`src/rtl/qarma64_sched_if.sv`:
```
// Request/response bundle between the requesters and the Qarma64 scheduler.
// The scheduler takes the slave modport; the requester side takes the master modport.
`timescale 1ns/1ps
interface qarma64_sched_if #(
  parameter int N_REQ = 4,
  parameter int ID_W  = 2
);
  logic [N_REQ-1:0]     req_valid;
  logic [N_REQ-1:0]     req_ready;
  logic [64*N_REQ-1:0]  req_in;
  logic [64*N_REQ-1:0]  req_tweak;
  logic [128*N_REQ-1:0] req_key;
  logic                 resp_valid;
  logic                 resp_ready;
  logic [ID_W-1:0]      resp_id;
  logic [63:0]          resp_data;
  logic                 resp_err;

  modport master (
    output req_valid, req_in, req_tweak, req_key, resp_ready,
    input  req_ready, resp_valid, resp_id, resp_data, resp_err
  );

  modport slave (
    input  req_valid, req_in, req_tweak, req_key, resp_ready,
    output req_ready, resp_valid, resp_id, resp_data, resp_err
  );
endinterface

```
`src/rtl/qarma64_sched.sv`:
```
// Round-robin scheduler sharing one Qarma64 core between N_REQ requesters.
// Launches the core through its active-low load, waits for ready, returns a tagged response.
`timescale 1ns/1ps
module qarma64_sched #(
  parameter int N_REQ   = 4,
  parameter int ID_W    = 2,
  parameter int TIMEOUT = 32
) (
  input  logic           clk,
  input  logic           reset,
  qarma64_sched_if.slave bus,
  output logic           busy,
  output logic [15:0]    op_count,
  output logic [63:0]    core_in,
  output logic [63:0]    core_tweak,
  output logic [127:0]   core_key,
  output logic           core_load_n,
  input  logic [63:0]    core_out,
  input  logic           core_ready
);
  localparam int CNT_W = $clog2(TIMEOUT);

  typedef enum logic [1:0] {S_IDLE, S_LOAD, S_WAIT, S_RESP} state_t;

  state_t          state, state_nxt;
  logic [ID_W-1:0] ptr, ptr_nxt;
  logic [ID_W-1:0] grant_id, hi_id, lo_id;
  logic            grant_vld, hi_vld, lo_vld;
  logic [CNT_W-1:0] wait_cnt;
  logic            wait_expire;
  logic [63:0]     sel_in, sel_tweak;
  logic [127:0]    sel_key;

  // Lowest valid index at or above ptr wins; otherwise the lowest below ptr.
  always_comb begin : arbiter
    hi_vld = 1'b0;
    lo_vld = 1'b0;
    hi_id  = '0;
    lo_id  = '0;
    for (int i = N_REQ - 1; i >= 0; i--) begin
      if (bus.req_valid[i]) begin
        if (ID_W'(i) >= ptr) begin
          hi_vld = 1'b1;
          hi_id  = ID_W'(i);
        end else begin
          lo_vld = 1'b1;
          lo_id  = ID_W'(i);
        end
      end
    end
    grant_vld = hi_vld | lo_vld;
    grant_id  = hi_vld ? hi_id : lo_id;
  end

  assign ptr_nxt = (grant_id == ID_W'(N_REQ - 1)) ? '0 : grant_id + ID_W'(1);

  always_comb begin : operand_mux
    sel_in    = '0;
    sel_tweak = '0;
    sel_key   = '0;
    for (int i = 0; i < N_REQ; i++) begin
      if (grant_id == ID_W'(i)) begin
        sel_in    = bus.req_in[64*i +: 64];
        sel_tweak = bus.req_tweak[64*i +: 64];
        sel_key   = bus.req_key[128*i +: 128];
      end
    end
  end

  always_comb begin : accept_pulse
    bus.req_ready = '0;
    for (int i = 0; i < N_REQ; i++) begin
      bus.req_ready[i] = (state == S_IDLE) && grant_vld && (grant_id == ID_W'(i));
    end
  end

  assign wait_expire = (wait_cnt == CNT_W'(TIMEOUT - 1));
  assign busy        = (state != S_IDLE);

  always_comb begin : fsm_next
    // NOTE: default first so every path assigns state_nxt and no latch is inferred.
    state_nxt = state;
    unique case (state)
      S_IDLE:  if (grant_vld) state_nxt = S_LOAD;
      S_LOAD:  state_nxt = S_WAIT;
      S_WAIT:  if (core_ready || wait_expire) state_nxt = S_RESP;
      S_RESP:  if (bus.resp_ready) state_nxt = S_IDLE;
      default: state_nxt = S_IDLE;
    endcase
  end

  // NOTE: sequential state uses non-blocking assignments so every register samples pre-edge values.
  always_ff @(posedge clk or posedge reset) begin
    if (reset) state <= S_IDLE;
    else       state <= state_nxt;
  end

  always_ff @(posedge clk or posedge reset) begin
    if (reset) begin
      ptr            <= '0;
      wait_cnt       <= '0;
      op_count       <= '0;
      bus.resp_valid <= 1'b0;
      bus.resp_id    <= '0;
      bus.resp_data  <= '0;
      bus.resp_err   <= 1'b0;
      core_load_n    <= 1'b1;
      core_in        <= '0;
      core_tweak     <= '0;
      core_key       <= '0;
    end else begin
      unique case (state)
        S_IDLE: begin
          if (grant_vld) begin
            core_in     <= sel_in;
            core_tweak  <= sel_tweak;
            core_key    <= sel_key;
            bus.resp_id <= grant_id;
            ptr         <= ptr_nxt;
            core_load_n <= 1'b0;
          end
        end
        S_LOAD: begin
          core_load_n <= 1'b1;
          wait_cnt    <= '0;
        end
        S_WAIT: begin
          // Ready wins over expiry when both land on the same edge.
          if (core_ready) begin
            bus.resp_data  <= core_out;
            bus.resp_err   <= 1'b0;
            bus.resp_valid <= 1'b1;
          end else if (wait_expire) begin
            bus.resp_data  <= '0;
            bus.resp_err   <= 1'b1;
            bus.resp_valid <= 1'b1;
          end else begin
            wait_cnt <= wait_cnt + CNT_W'(1);
          end
        end
        S_RESP: begin
          if (bus.resp_ready) begin
            bus.resp_valid <= 1'b0;
            op_count       <= op_count + 16'd1;
          end
        end
        default: ;
      endcase
    end
  end
endmodule

```
`src/flat_wrapper.sv`:
```
// flat-port wrapper written by rule: the top's interface ports become plain ports
module qarma64_sched_flat 
#(
  parameter int N_REQ   = 4,
  parameter int ID_W    = 2,
  parameter int TIMEOUT = 32
)
  (clk, reset, busy, op_count, core_in, core_tweak, core_key, core_load_n, core_out, core_ready, bus_req_valid, bus_req_in, bus_req_tweak, bus_req_key, bus_resp_ready, bus_req_ready, bus_resp_valid, bus_resp_id, bus_resp_data, bus_resp_err);
  qarma64_sched_if #(.N_REQ(N_REQ), .ID_W(ID_W)) bus_i ();
  input  logic clk;
  input  logic reset;
  output logic busy;
  output logic [15:0] op_count;
  output logic [63:0] core_in;
  output logic [63:0] core_tweak;
  output logic [127:0] core_key;
  output logic core_load_n;
  input  logic [63:0] core_out;
  input  logic core_ready;
  input wire logic [$bits(bus_i.req_valid)-1:0] bus_req_valid;
  input wire logic [$bits(bus_i.req_in)-1:0] bus_req_in;
  input wire logic [$bits(bus_i.req_tweak)-1:0] bus_req_tweak;
  input wire logic [$bits(bus_i.req_key)-1:0] bus_req_key;
  input wire logic [$bits(bus_i.resp_ready)-1:0] bus_resp_ready;
  output wire logic [$bits(bus_i.req_ready)-1:0] bus_req_ready;
  output wire logic [$bits(bus_i.resp_valid)-1:0] bus_resp_valid;
  output wire logic [$bits(bus_i.resp_id)-1:0] bus_resp_id;
  output wire logic [$bits(bus_i.resp_data)-1:0] bus_resp_data;
  output wire logic [$bits(bus_i.resp_err)-1:0] bus_resp_err;
  assign bus_i.req_valid = bus_req_valid;
  assign bus_i.req_in = bus_req_in;
  assign bus_i.req_tweak = bus_req_tweak;
  assign bus_i.req_key = bus_req_key;
  assign bus_i.resp_ready = bus_resp_ready;
  assign bus_req_ready = bus_i.req_ready;
  assign bus_resp_valid = bus_i.resp_valid;
  assign bus_resp_id = bus_i.resp_id;
  assign bus_resp_data = bus_i.resp_data;
  assign bus_resp_err = bus_i.resp_err;
  qarma64_sched #(.N_REQ(N_REQ), .ID_W(ID_W), .TIMEOUT(TIMEOUT)) u_core (.clk(clk), .reset(reset), .bus(bus_i), .busy(busy), .op_count(op_count), .core_in(core_in), .core_tweak(core_tweak), .core_key(core_key), .core_load_n(core_load_n), .core_out(core_out), .core_ready(core_ready));
endmodule
```
`config.mk`:
```
export PLATFORM = sky130hd
export DESIGN_NAME = qarma64_sched_flat
export DESIGN_NICKNAME = d
export VERILOG_FILES = /design/src/rtl/qarma64_sched_if.sv /design/src/rtl/qarma64_sched.sv /design/src/flat_wrapper.sv
export SDC_FILE = /design/constraint.sdc
export NUM_CORES = 1
export LEC_CHECK = 0
export CAP_MARGIN = 0
export CORE_AREA = 10 10 551 553
export DETAILED_ROUTE_END_ITERATION = 8
export DIE_AREA = 0 0 561 563
export SETUP_SLACK_MARGIN = 0.3
export SKIP_LAST_GASP = 1
export SYNTH_ARGS = -nofsm -noshare
export SYNTH_HDL_FRONTEND = slang
export SYNTH_SLANG_ARGS = --single-unit
```
`constraint.sdc`:
```
create_clock -name clk -period 24 [get_ports clk]
set_input_delay 3.6 -clock clk [delete_from_list [all_inputs] [get_ports clk]]
set_output_delay 3.6 -clock clk [all_outputs]
set_load 0.02 [all_outputs]
```
======== Word-level counts from Yosys, hierarchy flattened ========
Cells that the tools add are included.
word-level totals
  register bits after elaboration ......... 350
  word-level logic and storage cells ...... 115
cells by class
  add/sub/neg operators ................... 3
  $lt $le $gt $ge ......................... 4
  eq/ne operators ......................... 13
  muxes and demuxes ....................... 62
  bitwise operators ....................... 1
  reductions and logical operators ........ 20
operator list
  operator                 number
  $mux W64                 10
  $mux W128                4
  $mux W2                  21
  $mux W1                  21
  $add A16 B1 Y16 const B  1
  $mux W5                  2
  $pmux W5 S2              1
  $reduce_bool A2 Y1       5
  $reduce_and A3 Y1        3
  $eq A2 B2 Y1 const B     4
  $pmux W2 S4              1
  $reduce_and A2 Y1        4
  $ne A2 B2 Y1 const B     3
  $add A5 B1 Y5 const B    1
  $eq A5 B5 Y1 const B     1
  $logic_and A1 B1 Y1      5
  $eq A2 B1 Y1 const B     2
  $ge A1 B2 Y1 const A     2
  $ge A2 B2 Y1 const A     2
  $logic_not A2 Y1         2
  $ne A2 B1 Y1 const B     2
  $pmux W1 S2              2
  $ne A3 B2 Y1 const B     1
  $add A2 B1 Y2 const B    1
  other kinds (2)          2

======== Logic depth before layout (Yosys ltp) ========
Gate-level depths: netlist of the first run.
  word-level depth ........................ 15
  mapped depth ............................ 11
  gate-level depth less buffers ........... 9

======== Worst setup path before layout of the first run ========
No wires, ideal clock.
  kind .................................... input port to output port
  start point ............................. input bus_req_valid[3]
  end point ............................... output bus_req_ready[3]
  data arrival time ....................... 5251 ps
  required time ........................... 20400 ps
  path slack .............................. 15149 ps
  cell stages on the path ................. 9
  path through ............................ nor2b_1 -> a21o_1 -> a221o_1 -> inv_1 -> ha_1 -> buf_2 -> buf_2 -> clkbuf_1 -> and2_1
between the ends
  word-level cells in the longest chain between the ends .. 10
ends and longest elaborated chain
  element                                    RTL line             source
  start, declared                            flat_wrapper.sv:20   input wire logic [$bits(bus_i.req_valid)-1:0] bus_req_valid;
  $mux W2 / $mux W1 (equally long branches)  qarma64_sched.sv:41  if (bus.req_valid[i]) begin
  $mux W2 / $mux W1 (equally long branches)  qarma64_sched.sv:42  if (ID_W'(i) >= ptr) begin
  $mux W2 / $mux W1 (equally long branches)  qarma64_sched.sv:41
  $mux W2 / $mux W1 (equally long branches)  qarma64_sched.sv:42
  $mux W2 / $mux W1 (equally long branches)  qarma64_sched.sv:41
  $mux W2 / $mux W1 (equally long branches)  qarma64_sched.sv:42
  $mux W2 / $mux W1 (equally long branches)  qarma64_sched.sv:41
  $mux W2 (*)                                qarma64_sched.sv:52  grant_id = hi_vld ? hi_id : lo_id;
  net u_core.grant_id[1]                     qarma64_sched.sv:27  logic [ID_W-1:0] grant_id, hi_id, lo_id;
  $eq A2 B2 Y1 (*)                           qarma64_sched.sv:73  bus.req_ready[i] = (state == S_IDLE) && grant_vld && (grant_id == ID_W'(i));
  $logic_and A1 B1 Y1 (*)                    qarma64_sched.sv:73
  end, declared                              flat_wrapper.sv:25   output wire logic [$bits(bus_i.req_ready)-1:0] bus_req_ready;
The timed path passes the listed nets; every way through them passes the cells marked *.

======== Worst setup path after layout of the first run ========
Same ends and word-level chain as after synthesis.

==> flow_summary.json, run 1 <==
{
  "first_iter_violations": 2202,
  "hold_ws_ns": 0.4893,
  "cts_buffer_depth": 3,
  "critPathKind": "primary input to primary output",
  "maxCapViolations": 0,
  "worst_pin_slew_ns": 1.090,
  "synthCells": 2318,
  "path_clk_slew_ns": 0.06,
  "slew_violations": 0,
  "finalHoldViolations": 0,
  "critPathBufInv": 3,
  "holdBufCountCts": 0,
  "dr_total_vias": 25520,
  "die_area_um2": 315800,
  "power_uw": 5261,
  "synth-seq-cells": 350,
  "ios": 1442,
  "yosysTopAreaCellShare_pct": 42.76,
  "synth_largest_area_cell": "dfrtp_1",
  "synth_area_leaders": "dfrtp_1 43%, a21oi_1 13%, a221o_1 13%, a22oi_1 9.4%, inv_1 4.9%",
  "stdcell_count": 7626,
  "max_stage_delay_ns": 0.64,
  "power.leakage_uw": 0.01547,
  "port_buffers": 1441,
  "crit_chain": "clkdlybuf4s50_1 > nor2b_1 > a21o_1 > a221o_1 > inv_1 > ha_4 > and2_1 > clkdlybuf4s50_1",
  "postCtsSetupRepairBufs": 0,
  "grt_pass1_vias": 25010,
  "nNetsFinal": 4720,
  "cpMaxStageDelayCell": "a221o_1",
  "crit_family": "buffers and inverters",
  "synthDistinctLibCells": 37,
  "synth_most_common_cell": "a21oi_1",
  "syn_area_per_cell_um2": 8.811,
  "cts-root-buf": "clkbuf_16",
  "dp.cells": 7477,
  "first_pass_iters": 5,
  "rsz0062_at_grt": "false",
  "post-route-period-util_pct": 42.62,
  "postPlaceCellArea_um2": 38880,
  "core-area_um2": 292600,
  "clk_latency_ns": 0.74,
  "yosys-top-cells-count": "517 x a21oi_1, 349 x dfrtp_1, 266 x inv_1, 264 x nor2_1",
  "power_density_nw_per_um2": 128.8,
  "crit_top_cell": "clkdlybuf4s50_1",
  "stdcell_area_um2": 40850,
  "final_antenna_net_count": 0,
  "peakVddDrop_mv": 0.07974,
  "synth_area_um2": 20420,
  "initial_core_util_pct": 6.981,
  "place_congestion": 0.9104,
  "synth-async-reset-ratio_pct": 100.0,
  "grt_pass1_wl_mm": 281.1,
  "grt.total_usage_pct": 13.52,
  "required_ns": 20.40,
  "antenna_found_initial": 181,
  "h-tree-depth": 2,
  "grt_start_max_net_pins": 166,
  "syn_nets": 3426,
  "wl_per_cell_um": 29.79,
  "cts_tree": "built",
  "die_w_um": 561,
  "routed_wl_mm": 227.2,
  "crit_arrival_ns": 6.63,
  "hp-class": "register to register",
  "die_h_um": 563,
  "num_rows": 199,
  "cts.sink_count": 350,
  "drive_gt1_share_pct": 4.021,
  "area_growth_syn_to_layout_pct": 99.99,
  "final.setup.tns_ns": 0,
  "crit_fanout": 5,
  "overflow": 0,
  "drc": 0,
  "synth-edff-count": 0,
  "yosys_warnings": 0,
  "setup_viol": 0,
  "worstSetupStartpointType": "primary input",
  "fin_crit_ns": 10.23,
  "hpwlAfterDp_mm": 197.7,
  "cts_buffers": 52,
  "slew_headroom_pct": 27.35,
  "routed_via_density": 3.347,
  "outcome": "finished clean",
  "synth_ff_type": "dfrtp_1",
  "clock_skew_ns": 0.05821,
  "ys_seq_area_share_pct": 42.89,
  "cts.repair.resized": 0,
  "end_kind": "primary output",
  "fmax_mhz": 97.75
}
## layout by cell type, fill, tap and decap left out, drive strengths merged, types with 51 or more instances in the layout
master,instances
clkdlybuf4s50,1438
inv,270
diode,51
nor2,265
a22oi,256
a22o,66
dfrtp,349
a21oi,517
a221o,256
clkbuf,79
## metrics by stage
stage | setup slack (ns) | utilization (%)
after floorplan | 10.69 | -
after global placement | 13.79 | 13.29
after detailed placement | 13.74 | 13.29
after CTS | 13.73 | 13.92
after global routing | 13.63 | 13.95
final | 13.77 | 13.96
## layout make-up
class	instances	area, um2
Fill cell	33400	251700
Timing Repair Buffer	1483	14790
Multi-Input combinational cell	1459	9420
Sequential cell	350	8760
Tap cell	3919	4903
Clock buffer	79	1583
Inverter	266	1006
Clock inverter	19	256.5
Antenna cell	51	127.6
## worst paths after layout
path                                            startpoint                         endpoint  slack, ns  cells past startpoint
setup reg to reg                 u_core.ptr[1]$_DFFE_PP0P_   u_core.core_in[24]$_DFFE_PP0P_      17.91                     13
max in group asynchronous                            reset  u_core.core_key[86]$_DFFE_PP0P_      18.12                      5
min in group asynchronous                            reset  u_core.core_key[16]$_DFFE_PP0P_       3.30                      2
setup / recovery                          bus_req_valid[3]                 bus_req_ready[3]      13.77                      8
hold / removal             u_core.op_count[15]$_DFFE_PP0P_  u_core.op_count[15]$_DFFE_PP0P_       0.49                      1
hold reg to reg            u_core.op_count[15]$_DFFE_PP0P_  u_core.op_count[15]$_DFFE_PP0P_       0.49                      1
## cell families (layout without fill, tap and decap cells)
kind of cell               after synthesis  after routing  synth area share [%]
AOI/OAI and AO/OA                     1116           1116                 38.09
xor gates and xnor gates                15             15                0.6432
adders and majority gates               12             12                0.7351
buffers and inverters                  509           1847                 11.23
DFF                                    350            350                 42.89
muxes                                    3              3                0.1593
other                                    0             51                     0
and+or+nand+nor                        313            313                 6.255
## power by group
group          internal, uW  switching (uW)  leakage [uW]  total (uW)
clock                   490             361      0.000894         851
sequential              892             181       0.00411        1070
combinational          1220            2110        0.0105        3340
total                  2610            2660        0.0155        5260
## flip-flops by register name (all words and copies together), names as in the netlist
signal                 flops
u_core.bus.resp_err        1
u_core.core_key          128
u_core.op_count           16
u_core.core_load_n         1
u_core.ptr                 2
u_core.bus.resp_data      64
u_core.wait_cnt            5
u_core.bus.resp_valid      1
u_core.state               2
u_core.bus.resp_id         2
u_core.core_in            64
u_core.core_tweak         64
## per-layer routing
metal,global-route usage (%),share of wire (%),vias up,routed length (um)
met4,4.920,4.2,16,9630
met3,8.578,15,363,32970
met5,0,0.044,-,100
met2,22.01,46,1582,103700
met1,14.12,36,12360,80810
li1,-,-,11200,-
(Power assumes the default switching activity.)
==> inputs of run 2 (changes only) <==
--- a/config.mk
+++ b/config.mk
@@ -6,9 +6,9 @@
 export NUM_CORES = 1
 export LEC_CHECK = 0
 export CAP_MARGIN = 0
-export CORE_AREA = 10 10 551 553
+export CORE_AREA = 10 10 556 558
 export DETAILED_ROUTE_END_ITERATION = 8
-export DIE_AREA = 0 0 561 563
+export DIE_AREA = 0 0 566 568
 export SETUP_SLACK_MARGIN = 0.3
 export SKIP_LAST_GASP = 1
 export SYNTH_ARGS = -nofsm -noshare
==> constraint.sdc (replaced) <==
create_clock -name clk -period 9.75 [get_ports clk]
set_input_delay 1.4625 -clock clk [delete_from_list [all_inputs] [get_ports clk]]
set_output_delay 1.4625 -clock clk [all_outputs]
set_load 0.02 [all_outputs]
==> run 2 against run 1 <==
Compared with the run above:
- global-route usage rose by 0.61 points
- critical path type unchanged
- final cell count rose by 0.77%
- non-clock buffer count did not move
- final area rose by 0.64%
- first-iteration DRC count fell by 8.8%
- largest cell class unchanged
- total power rose to 2.5 times the previous value
==> flow_summary.json, run 2 (synthesis gave the netlist of run 1 again) <==
{
  "wl_per_cell_um": 31.23,
  "num_rows": 201,
  "dp.cells": 7516,
  "crit_arrival_ns": 4.56,
  "power.leakage_uw": 0.01553,
  "max_stage_delay_ns": 0.75,
  "die_h_um": 568,
  "startpoint": "bus_req_valid[3]",
  "cts-root-buf": "clkbuf_16",
  "required_ns": 8.29,
  "path_clk_slew_ns": 0.06,
  "core-area_um2": 298300,
  "maxCapViolations": 0,
  "crit_fanout": 5,
  "endpoint": "bus_req_ready[2]",
  "hpwlAfterDp_mm": 210.2,
  "peakVddDrop_mv": 0.2411,
  "port_buffers": 1441,
  "first_pass_iters": 6,
  "layout_commonest_cell": "clkdlybuf4s50_1",
  "die_area_um2": 321500,
  "combPwrFrac_pct": 63.7,
  "power_density_nw_per_um2": 321.5,
  "holdBufCountCts": 0,
  "worstSetupStartpointType": "primary input",
  "largest_register": "u_core.core_key",
  "clock_skew_ns": 0.06788,
  "critPathKind": "primary input to primary output",
  "rsz0062_at_grt": "false",
  "postPlaceCellArea_um2": 39020,
  "crit_chain": "clkdlybuf4s50_1 > nor2b_1 > a21o_1 > a221o_1 > inv_1 > ha_4 > buf_4 > and2_1 > clkdlybuf4s50_1",
  "final_cell_mix": "1,431 x clkdlybuf4s50_1, 517 x a21oi_1, 349 x dfrtp_1, 265 x inv_1, 264 x nor2_1",
  "cts.repair.resized": 0,
  "routed_via_density": 3.348,
  "r2r-start": "u_core.ptr[1]$_DFFE_PP0P_",
  "initial_core_util_pct": 6.848,
  "switching_share_pct": 50.74,
  "cts_buffer_depth": 3,
  "final_antenna_net_count": 0,
  "first_iter_violations": 2009,
  "finalHoldViolations": 0,
  "final.setup.tns_ns": 0,
  "clk_latency_ns": 0.73,
  "postCtsSetupRepairBufs": 0,
  "end_kind": "primary output",
  "hold_ws_ns": 0.4840,
  "slew_violations": 0,
  "grt_pass1_wl_mm": 296.8,
  "h-tree-depth": 2,
  "area_growth_syn_to_layout_pct": 101.3,
  "largest_register_ffs": 128,
  "fmax_mhz": 166.1,
  "drive_gt1_share_pct": 4.213,
  "power_uw": 13220,
  "power_frac_seq_pct": 19.9,
  "die_w_um": 566,
  "fin_crit_ns": 6.022,
  "rrSetupSlack_ns": 5.26,
  "slew_headroom_pct": 27.11,
  "post-route-period-util_pct": 61.76,
  "drc": 0,
  "overflow": 0,
  "r2r-end": "u_core.core_in[22]$_DFFE_PP0P_",
  "setup_viol": 0,
  "grt_pass1_vias": 25100,
  "crit_family": "buffers and inverters",
  "cts_buffers": 52,
  "p_clk_share_pct": 16.4,
  "grt.total_usage_pct": 14.14,
  "p_int_uw": 6511,
  "cts.sink_count": 350,
  "dr_total_vias": 25730,
  "grt_start_max_net_pins": 181,
  "nNetsFinal": 4720,
  "ff2ff_path_depth": 10,
  "cpMaxStageDelayCell": "clkdlybuf4s50_1",
  "critPathBufInv": 4,
  "ios": 1442,
  "place_congestion": 0.9242,
  "cp.depth": 9,
  "p_sw_uw": 6706,
  "routed_wl_mm": 240.0,
  "hp-class": "register to register",
  "cts_tree": "built",
  "stdcell_area_um2": 41110,
  "outcome": "finished clean",
  "worst_pin_slew_ns": 1.093,
  "crit_top_cell": "clkdlybuf4s50_1",
  "antenna_found_initial": 193,
  "stdcell_count": 7685
}
run 2: layout make-up:
cell class	instances	area, um2
antenna	72	180.2
clock buffer	70	1469
clock inverter	27	440.4
fill	34110	257200
inverter	266	1002
multi-input combinational	1459	9420
sequential	350	8760
tap	3958	4952
timing repair buffer	1483	14880
run 2: how the worst min path moves through the flow:
stage / end / start / slack (ns) / cells after the start
finish: u_core.op_count[15]$_DFFE_PP0P_ / u_core.op_count[15]$_DFFE_PP0P_ / 0.48 / 1
global route: u_core.op_count[15]$_DFFE_PP0P_ / u_core.op_count[15]$_DFFE_PP0P_ / 0.49 / 1
CTS: u_core.op_count[15]$_DFFE_PP0P_ / u_core.op_count[15]$_DFFE_PP0P_ / 0.48 / 1
detailed placement: u_core.op_count[15]$_DFFE_PP0P_ / u_core.op_count[15]$_DFFE_PP0P_ / 0.47 / 1
global placement: u_core.op_count[15]$_DFFE_PP0P_ / u_core.op_count[15]$_DFFE_PP0P_ / 0.46 / 1
floorplan: u_core.wait_cnt[2]$_DFFE_PP0P_ / u_core.wait_cnt[2]$_DFFE_PP0P_ / 0.46 / 1
run 2: power groups by stage:
stage                     registers, uW  logic [uW]  clock network, uW
after floorplan                    3420        3180                  0
after global placement             2620        8620                  0
after detailed placement           2640        8600                  0
after CTS                          2640        8650               2280
after global routing               2730        9120               2310
final                              2630        8420               2170
run 2: through the flow:
step | util, % | worst slack (ns)
6_report | 13.78 | 3.728
3_5_place_dp | 13.08 | 3.517
4_1_cts | 13.72 | 3.514
3_3_place_gp | 13.08 | 3.481
5_1_grt | 13.77 | 3.518
2_1_floorplan | - | 3.602
run 2: routing by layer:
layer / GRT usage, % / up-vias / routed length, um
li1: - / 11240 / -
met1: 15.39 / 12480 / 89070
met2: 22.68 / 1570 / 107300
met3: 8.049 / 429 / 31560
met4: 5.641 / 10 / 12050
met5: 0 / - / 69
